File: config.mk
export PLATFORM = sky130hd
export DESIGN_NAME = codificador_hamming_tx
export DESIGN_NICKNAME = d
export VERILOG_FILES = /design/src/rtl/codificador_hamming_tx.sv
export SDC_FILE = /design/constraint.sdc
export NUM_CORES = 1
export LEC_CHECK = 0
export ABC_AREA = 1
export CORE_MARGIN = 10
export CORE_UTILIZATION = 42
export DETAILED_ROUTE_END_ITERATION = 10
export PLACE_DENSITY = 0.66
export SLEW_MARGIN = 20
export SYNTH_ARGS = -nofsm -noshare
export SYNTH_HDL_FRONTEND = slang
export SYNTH_SLANG_ARGS = --single-unit
export TNS_END_PERCENT = 20
File: constraint.sdc
create_clock -name clk -period 2.1 [get_ports clk]
set_clock_uncertainty 0.05 [all_clocks]
set_input_delay 0.42 -clock clk [delete_from_list [all_inputs] [get_ports clk]]
set_output_delay 0.42 -clock clk [all_outputs]
set_load 0.1 [all_outputs]
File: src/rtl/codificador_hamming_tx.sv
// Purpose: Hamming(7,4)+overall-parity (SECDED) encoder feeding a start/8-data/stop serial transmitter.
// Latency: the line drops to the start bit on the accept edge; fin pulses 10*CICLOS_POR_BIT cycles after accept.
// Backpressure: listo=0 for the whole frame; valido_in while busy is dropped (no queueing).
// Optional feature: define INYECCION_ERROR_EN to add mascara_err[7:0], XORed into the captured code word.
module codificador_hamming_tx #(
    parameter int CICLOS_POR_BIT = 16,
    parameter int LSB_PRIMERO    = 1
) (
    input  logic       clk,
    input  logic       rst,
    input  logic [3:0] dato_in,
    input  logic       valido_in,
`ifdef INYECCION_ERROR_EN
    input  logic [7:0] mascara_err,
`endif
    output logic       listo,
    output logic [7:0] palabra_cod,
    output logic       tx_serial,
    output logic       tx_activo,
    output logic       fin
);

    localparam int CW = $clog2(CICLOS_POR_BIT + 1);
    localparam logic [CW-1:0] ULTIMO = CW'(CICLOS_POR_BIT - 1);

    typedef enum logic [1:0] {IDLE, INICIO, DATOS, PARADA} estado_t;

    estado_t       estado, estado_sig;
    logic [CW-1:0] cnt, cnt_sig;
    logic [2:0]    bit_cnt, bit_sig;
    logic          tx_sig, fin_sig;
    logic [7:0]    palabra_sig;
    logic [7:0]    palabra;
    logic [7:0]    palabra_cap;
    logic          p0, p1, p2, g0;

    // Serial order: bit i of the frame payload, counted from whichever end goes first
    function automatic logic bit_de(input logic [7:0] w, input logic [2:0] i);
        return (LSB_PRIMERO != 0) ? w[i] : w[3'd7 - i];
    endfunction

    // Encoder: three Hamming parities over the data, then even parity over the 7-bit word
    always_comb begin
        p0 = dato_in[0] ^ dato_in[1] ^ dato_in[3];
        p1 = dato_in[0] ^ dato_in[2] ^ dato_in[3];
        p2 = dato_in[1] ^ dato_in[2] ^ dato_in[3];
        g0 = ^{dato_in[3], dato_in[2], dato_in[1], p2, dato_in[0], p1, p0};
        palabra = {g0, dato_in[3], dato_in[2], dato_in[1], p2, dato_in[0], p1, p0};
`ifdef INYECCION_ERROR_EN
        palabra_cap = palabra ^ mascara_err;
`else
        palabra_cap = palabra;
`endif
    end

    assign listo     = (estado == IDLE);
    assign tx_activo = (estado != IDLE);

    // Next-state and next-output logic; line value is registered so it never glitches
    always_comb begin
        estado_sig  = estado;
        cnt_sig     = cnt;
        bit_sig     = bit_cnt;
        tx_sig      = tx_serial;
        fin_sig     = 1'b0;
        palabra_sig = palabra_cod;
        case (estado)
            IDLE: begin
                tx_sig  = 1'b1;
                cnt_sig = '0;
                bit_sig = '0;
                if (valido_in) begin
                    palabra_sig = palabra_cap;
                    tx_sig      = 1'b0;
                    estado_sig  = INICIO;
                end
            end
            INICIO: begin
                if (cnt == ULTIMO) begin
                    cnt_sig    = '0;
                    bit_sig    = '0;
                    tx_sig     = bit_de(palabra_cod, 3'd0);
                    estado_sig = DATOS;
                end else begin
                    cnt_sig = cnt + 1'b1;
                end
            end
            DATOS: begin
                if (cnt == ULTIMO) begin
                    cnt_sig = '0;
                    if (bit_cnt == 3'd7) begin
                        bit_sig    = '0;
                        tx_sig     = 1'b1;
                        estado_sig = PARADA;
                    end else begin
                        bit_sig = bit_cnt + 3'd1;
                        tx_sig  = bit_de(palabra_cod, bit_cnt + 3'd1);
                    end
                end else begin
                    cnt_sig = cnt + 1'b1;
                end
            end
            PARADA: begin
                tx_sig = 1'b1;
                if (cnt == ULTIMO) begin
                    cnt_sig    = '0;
                    fin_sig    = 1'b1;
                    estado_sig = IDLE;
                end else begin
                    cnt_sig = cnt + 1'b1;
                end
            end
            default: begin
                estado_sig = IDLE;
                tx_sig     = 1'b1;
                cnt_sig    = '0;
                bit_sig    = '0;
            end
        endcase
    end

    // State and output registers; reset aborts any frame in flight with the line high
    always_ff @(posedge clk) begin
        if (rst) begin
            estado      <= IDLE;
            cnt         <= '0;
            bit_cnt     <= '0;
            tx_serial   <= 1'b1;
            fin         <= 1'b0;
            palabra_cod <= 8'h00;
        end else begin
            estado      <= estado_sig;
            cnt         <= cnt_sig;
            bit_cnt     <= bit_sig;
            tx_serial   <= tx_sig;
            fin         <= fin_sig;
            palabra_cod <= palabra_sig;
        end
    end

endmodule

==> impl_metrics.env, run 1 <==
export IMPL_die_area_um2=4870
export IMPL_final_nets=178
export IMPL_cp_required_ns=1.63
export IMPL_overflow=0
export IMPL_critical_path_arrival_ns=1.27
export IMPL_syn_avg_cell_area_um2=7.39
export IMPL_globalRouteTotalUtil=0.0871
export IMPL_fin_ws_ns=0.360
export IMPL_setup_tns_ns=0
export IMPL_worstSetupStartpointType="flop"
export IMPL_wl_um=2140
export IMPL_drc=0
export IMPL_power_density_nw_per_um2=1470
export IMPL_grt_pass1_wl_um=3650
export IMPL_grt_max_degree=13
export IMPL_synthCells=141
export IMPL_fin_crit_ns=1.74
export IMPL_vias=917
export IMPL_most_common_layout_cells="nand2_1 (29), dfxtp_1 (20), inv_1 (19), nor2_1 (14), nand3_1 (12)"
export IMPL_wl_per_cell_um=11.3
export IMPL_fin_util=0.564
export IMPL_status="finished clean"
export IMPL_io_pins=19
export IMPL_synth_compound_area_frac=0.0972
export IMPL_rows=17
export IMPL_synth_fa_ha_area_frac=0.108
export IMPL_gp_congestion=0.845
export IMPL_synth_fp_nets=157
export IMPL_place_ws_ns=0.267
export IMPL_drt_pass1_iter_count=4
export IMPL_rsz0062_at_grt="no"
export IMPL_fin_crit_sh=0.829
export IMPL_cts_sinks=20
export IMPL_cts_max_level=1
export IMPL_crit_fanout=4
export IMPL_cts_tree="built"
export IMPL_slew_violations=0
export IMPL_grt_pass1_vias=850
export IMPL_design_area_um2=1300
export IMPL_pwr_share_comb=0.607
export IMPL_netSwitchingFraction=0.529
export IMPL_synth_top_family_by_area="simple AND/OR/NAND/NOR gates"
export IMPL_peakVddDrop_mv=0.739
export IMPL_initial_utilization=0.454
export IMPL_synth_seq_cells=20
export IMPL_ys_flop_type="dfxtp_1"
export IMPL_die_y_um=69.8
export IMPL_postSynth_asyncResetShare=0
export IMPL_synth_mux_area_fraction=0
export IMPL_die_w_um=69.8
export IMPL_p_seq_frac=0.277
export IMPL_synthSimpleGateAreaFrac=0.264
export IMPL_pwr_share_clk=0.116
export IMPL_antenna_left=0
export IMPL_cts_path_max_buffers=2
export IMPL_p_sw_mw=1.01
export IMPL_hold_violations=0
export IMPL_ctsResizeCount=0
export IMPL_ys_seq_area_frac=0.384
export IMPL_hold_depth=1
export IMPL_yosysUniqueCellTypes=23
export IMPL_drt_iter0_markers=41
export IMPL_cellLeakagePower_nw=0.601
export IMPL_insertion_delay_ns=0.30
export IMPL_placed_cell_area_um2=1260
export IMPL_hold_path_class="reg2reg"
export IMPL_slew_headroom=0.775
export IMPL_antenna_cells=0
export IMPL_synth_warning_count=0
export IMPL_synth_xor_area_share=0.0588
export IMPL_cts_root_buf="clkbuf_4"
export IMPL_dpl_hpwl_um=1770
export IMPL_viasPerCell=4.85
export IMPL_layout_commonest_cell="nand2_1"
export IMPL_port_buffers=18
export IMPL_antenna_found_initial=0
export IMPL_setup_violations_final=0
export IMPL_syn_area_um2=1040
export IMPL_numCtsBuffers=3
export IMPL_ctsHoldBuffers=0
export IMPL_clkTransAtPathRegs_ns=0.10
export IMPL_drive_gt1_frac=0.137
export IMPL_tightest_slew_ns=0.336
export IMPL_max_freq_mhz=575
export IMPL_p_int_mw=0.897
export IMPL_post_cts_buffers=0
export IMPL_coreArea_um2=2300
export IMPL_synth_edff_count=0
export IMPL_reg2reg_depth=9
export IMPL_endpoint_kind="primary output"
export IMPL_setup_worst_path_class="reg2out"
export IMPL_maxCapViolations=0
export IMPL_area_delta_synth_final_pct=24.4
==> area by class of cell <==
type,instances,area [um^2]
fill,223,1000
multi-input combinational,97,563
sequential,20,400
timing repair buffer,18,175
inverter,22,86.3
clock buffer,4,36.3
tap,28,35.0
==> registers in the layout, summed over array words and instances, names as in the netlist <==
signal       flops
estado           2
bit_cnt          3
palabra_cod      8
tx_serial        1
cnt              5
fin              1
==> final timing paths <==
| check | from | to | slack [ns] |
|---|---|---|---|
| worst max register to register | bit_cnt[0]$_SDFFE_PP0P_ | estado[0]$_SDFFE_PP0P_ | 0.46 |
| worst max-delay path | estado[0]$_SDFFE_PP0P_ | tx_activo | 0.36 |
| worst min register to register | cnt[0]$_SDFF_PP0_ | cnt[0]$_SDFF_PP0_ | 0.41 |
| worst min-delay path | cnt[0]$_SDFF_PP0_ | cnt[0]$_SDFF_PP0_ | 0.41 |
==> stage by stage <==
step                hold slack [ns]  total power, mW  std cells
finish                        0.409             1.90        189
global placement              0.390             1.69        185
detailed placement            0.391             1.70        185
floorplan                     0.368             1.43        141
CTS                           0.411             1.92        189
global route                  0.425             2.03        189
==> synthesized netlist by cell type (all sizes together), types with 3 or more instances <==
cell type / number / area share
nand2: 29 / 0.10
inv: 22 / 0.079
dfxtp: 20 / 0.38
nor2: 15 / 0.061
nand3: 12 / 0.058
o21ai: 10 / 0.052
ha: 9 / 0.11
a21oi: 6 / 0.029
xor2: 4 / 0.034
nor3: 3 / 0.014
xnor2: 3 / 0.025
==> per-layer routing <==
layer / wire length [um] / GRT usage
met5: 0 / 0
met4: 16 / 0.0196
met3: 97 / 0.0371
met2: 1060 / 0.149
met1: 964 / 0.0969
==> power by group through the flow <==
stage	logic (mW)	registers [mW]	clock network [mW]
2_1_floorplan	0.578	0.849	0
3_3_place_gp	1.15	0.536	0
3_5_place_dp	1.16	0.537	0
4_1_cts	1.17	0.528	0.228
5_1_grt	1.24	0.539	0.246
6_report	1.16	0.528	0.221
==> worst max-delay path, cell delays in order (launching register included) <==
cell	delay, ns
dfxtp_1	0.35
inv_1	0.15
ha_4	0.20
clkinvlp_4	0.11
buf_12	0.17
==> logic make-up after synthesis <==
kind of cell,Yosys count
AND/OR/NAND/NOR,63
buffers and inverters,24
flip-flops,20
AO/OA/AOI/OAI,18
adder cells (fa/ha/maj),9
XOR/XNOR,7
Power figures use the tool's default switching activity.
==> run 2, diff against run 1 <==
- clock period: 2.1 -> 1.8 ns (I/O delays scaled with it)
==> run 2 against run 1 <==
Effect of this change: total power is 28% higher; routed wire length is 10% higher; sequential power is 21% higher; clock power is 19% higher; utilization is 6.9 points higher; hold slack worse by 0.034 ns; sequential cell count stayed put; sequential share of layout area is 3.2 points lower; critical path depth stayed put; register-to-register slack worse by 0.27 ns.
==> impl_metrics.env, run 2 (synthesis gave the netlist of run 1 again) <==
export IMPL_drt_pass1_iter_count=4
export IMPL_largest_reg_flops=8
export IMPL_drive_gt1_frac=0.182
export IMPL_power_mw=2.43
export IMPL_peakVddDrop_mv=1.18
export IMPL_top_register="palabra_cod"
export IMPL_setup_violations_final=0
export IMPL_cts_tree="built"
export IMPL_maxCapViolations=0
export IMPL_clkTransAtPathRegs_ns=0.11
export IMPL_critical_path_arrival_ns=1.25
export IMPL_die_w_um=69.8
export IMPL_fin_ws_ns=0.141
export IMPL_power_density_nw_per_um2=1670
export IMPL_wl_per_cell_um=12.2
export IMPL_antenna_cells=0
export IMPL_reg2reg_depth=8
export IMPL_r2r_end="estado[0]$_SDFFE_PP0P_"
export IMPL_worstSetupStartpointType="flop"
export IMPL_area_delta_synth_final_pct=39.5
export IMPL_gp_congestion=0.823
export IMPL_numCtsBuffers=3
export IMPL_slew_headroom=0.794
export IMPL_antenna_found_initial=0
export IMPL_ctsHoldBuffers=0
export IMPL_drt_iter0_markers=92
export IMPL_cts_root_buf="clkbuf_4"
export IMPL_place_inst=189
export IMPL_status="finished clean"
export IMPL_post_cts_buffers=0
export IMPL_cts_max_level=1
export IMPL_min_from="cnt[0]$_SDFF_PP0_"
export IMPL_port_buffers=18
export IMPL_setup_worst_path_class="reg2out"
export IMPL_fin_crit_sh=0.921
export IMPL_endpoint_kind="primary output"
export IMPL_cts_path_max_buffers=2
export IMPL_rows=17
export IMPL_cellLeakagePower_nw=0.655
export IMPL_grt_pass1_vias=931
export IMPL_hold_depth=1
export IMPL_die_area_um2=4870
export IMPL_ctsResizeCount=0
export IMPL_io_pins=19
export IMPL_top_regs="palabra_cod x8, cnt x5, bit_cnt x3"
export IMPL_setup_tns_ns=0
export IMPL_max_freq_mhz=603
export IMPL_hold_violations=0
export IMPL_dpl_hpwl_um=1950
export IMPL_layout_commonest_cell="nand2_1"
export IMPL_cp_required_ns=1.39
export IMPL_instances_no_fill=193
export IMPL_most_common_layout_cells="nand2_1 (29), dfxtp_1 (18), inv_1 (17), nor2_1 (14)"
export IMPL_hold_path_class="reg2reg"
export IMPL_initial_utilization=0.454
export IMPL_cts_sinks=20
export IMPL_place_ws_ns=0.169
export IMPL_grt_pass1_wl_um=4200
export IMPL_viasPerCell=4.91
export IMPL_final_nets=182
export IMPL_regToRegSetupSlack_ns=0.19
export IMPL_vias=948
export IMPL_slew_violations=0
export IMPL_r2r_start="estado[0]$_SDFFE_PP0P_"
export IMPL_wl_um=2350
export IMPL_overflow=0
export IMPL_antenna_left=0
export IMPL_grt_max_degree=12
export IMPL_rsz0062_at_grt="no"
export IMPL_tightest_slew_ns=0.307
export IMPL_coreArea_um2=2300
export IMPL_die_y_um=69.8
export IMPL_holdPathEnd="cnt[0]$_SDFF_PP0_"
export IMPL_fin_crit_ns=1.66
export IMPL_insertion_delay_ns=0.30
export IMPL_crit_fanout=4
export IMPL_globalRouteTotalUtil=0.100
export IMPL_drc=0
## run 2: how the worst max path moves through the flow
stage	startpoint	end	slack, ns
floorplan	estado[1]$_SDFFE_PP0P_	estado[0]$_SDFFE_PP0P_	-0.11
global placement	dato_in[0]	palabra_cod[0]$_SDFFE_PP0P_	0.19
detailed placement	valido_in	palabra_cod[7]$_SDFFE_PP0P_	0.17
CTS	estado[0]$_SDFFE_PP0P_	tx_activo	0.13
global route	cnt[0]$_SDFF_PP0_	estado[0]$_SDFFE_PP0P_	0.03
finish	estado[0]$_SDFFE_PP0P_	tx_activo	0.14
## run 2: report_power, final
part	switching [mW]	internal, mW	total (mW)
Clock	0.139	0.123	0.262
Sequential	0.102	0.538	0.640
Combinational	0.988	0.540	1.53
## run 2: worst max-delay path: stages (launching register included)
cell	delay, ns
dfxtp_1	0.42
inv_2	0.08
ha_4	0.19
clkinvlp_4	0.09
buf_12	0.17
## run 2: metal layers
layer,share of wire,track usage,vias to the layer above
met2,0.51,0.174,21
met1,0.43,0.116,430
met4,0.0076,0.0196,0
met3,0.051,0.0342,2
met5,0,0,-
li1,-,-,495
## run 2: through the flow
step / hold slack, ns / area, um^2 / util
after floorplan: 0.368 / 1060 / -
after global placement: 0.383 / 1420 / 0.617
after detailed placement: 0.399 / 1420 / 0.617
after CTS: 0.420 / 1450 / 0.632
after global routing: 0.396 / 1450 / 0.633
final: 0.375 / 1450 / 0.633
## run 2: final cells by class
class | count | area [um^2]
clock buffer | 4 | 36.3
fill | 214 | 843
inverter | 22 | 86.3
multi-input combinational | 97 | 563
sequential | 20 | 403
tap | 28 | 35.0
timing repair buffer | 22 | 330
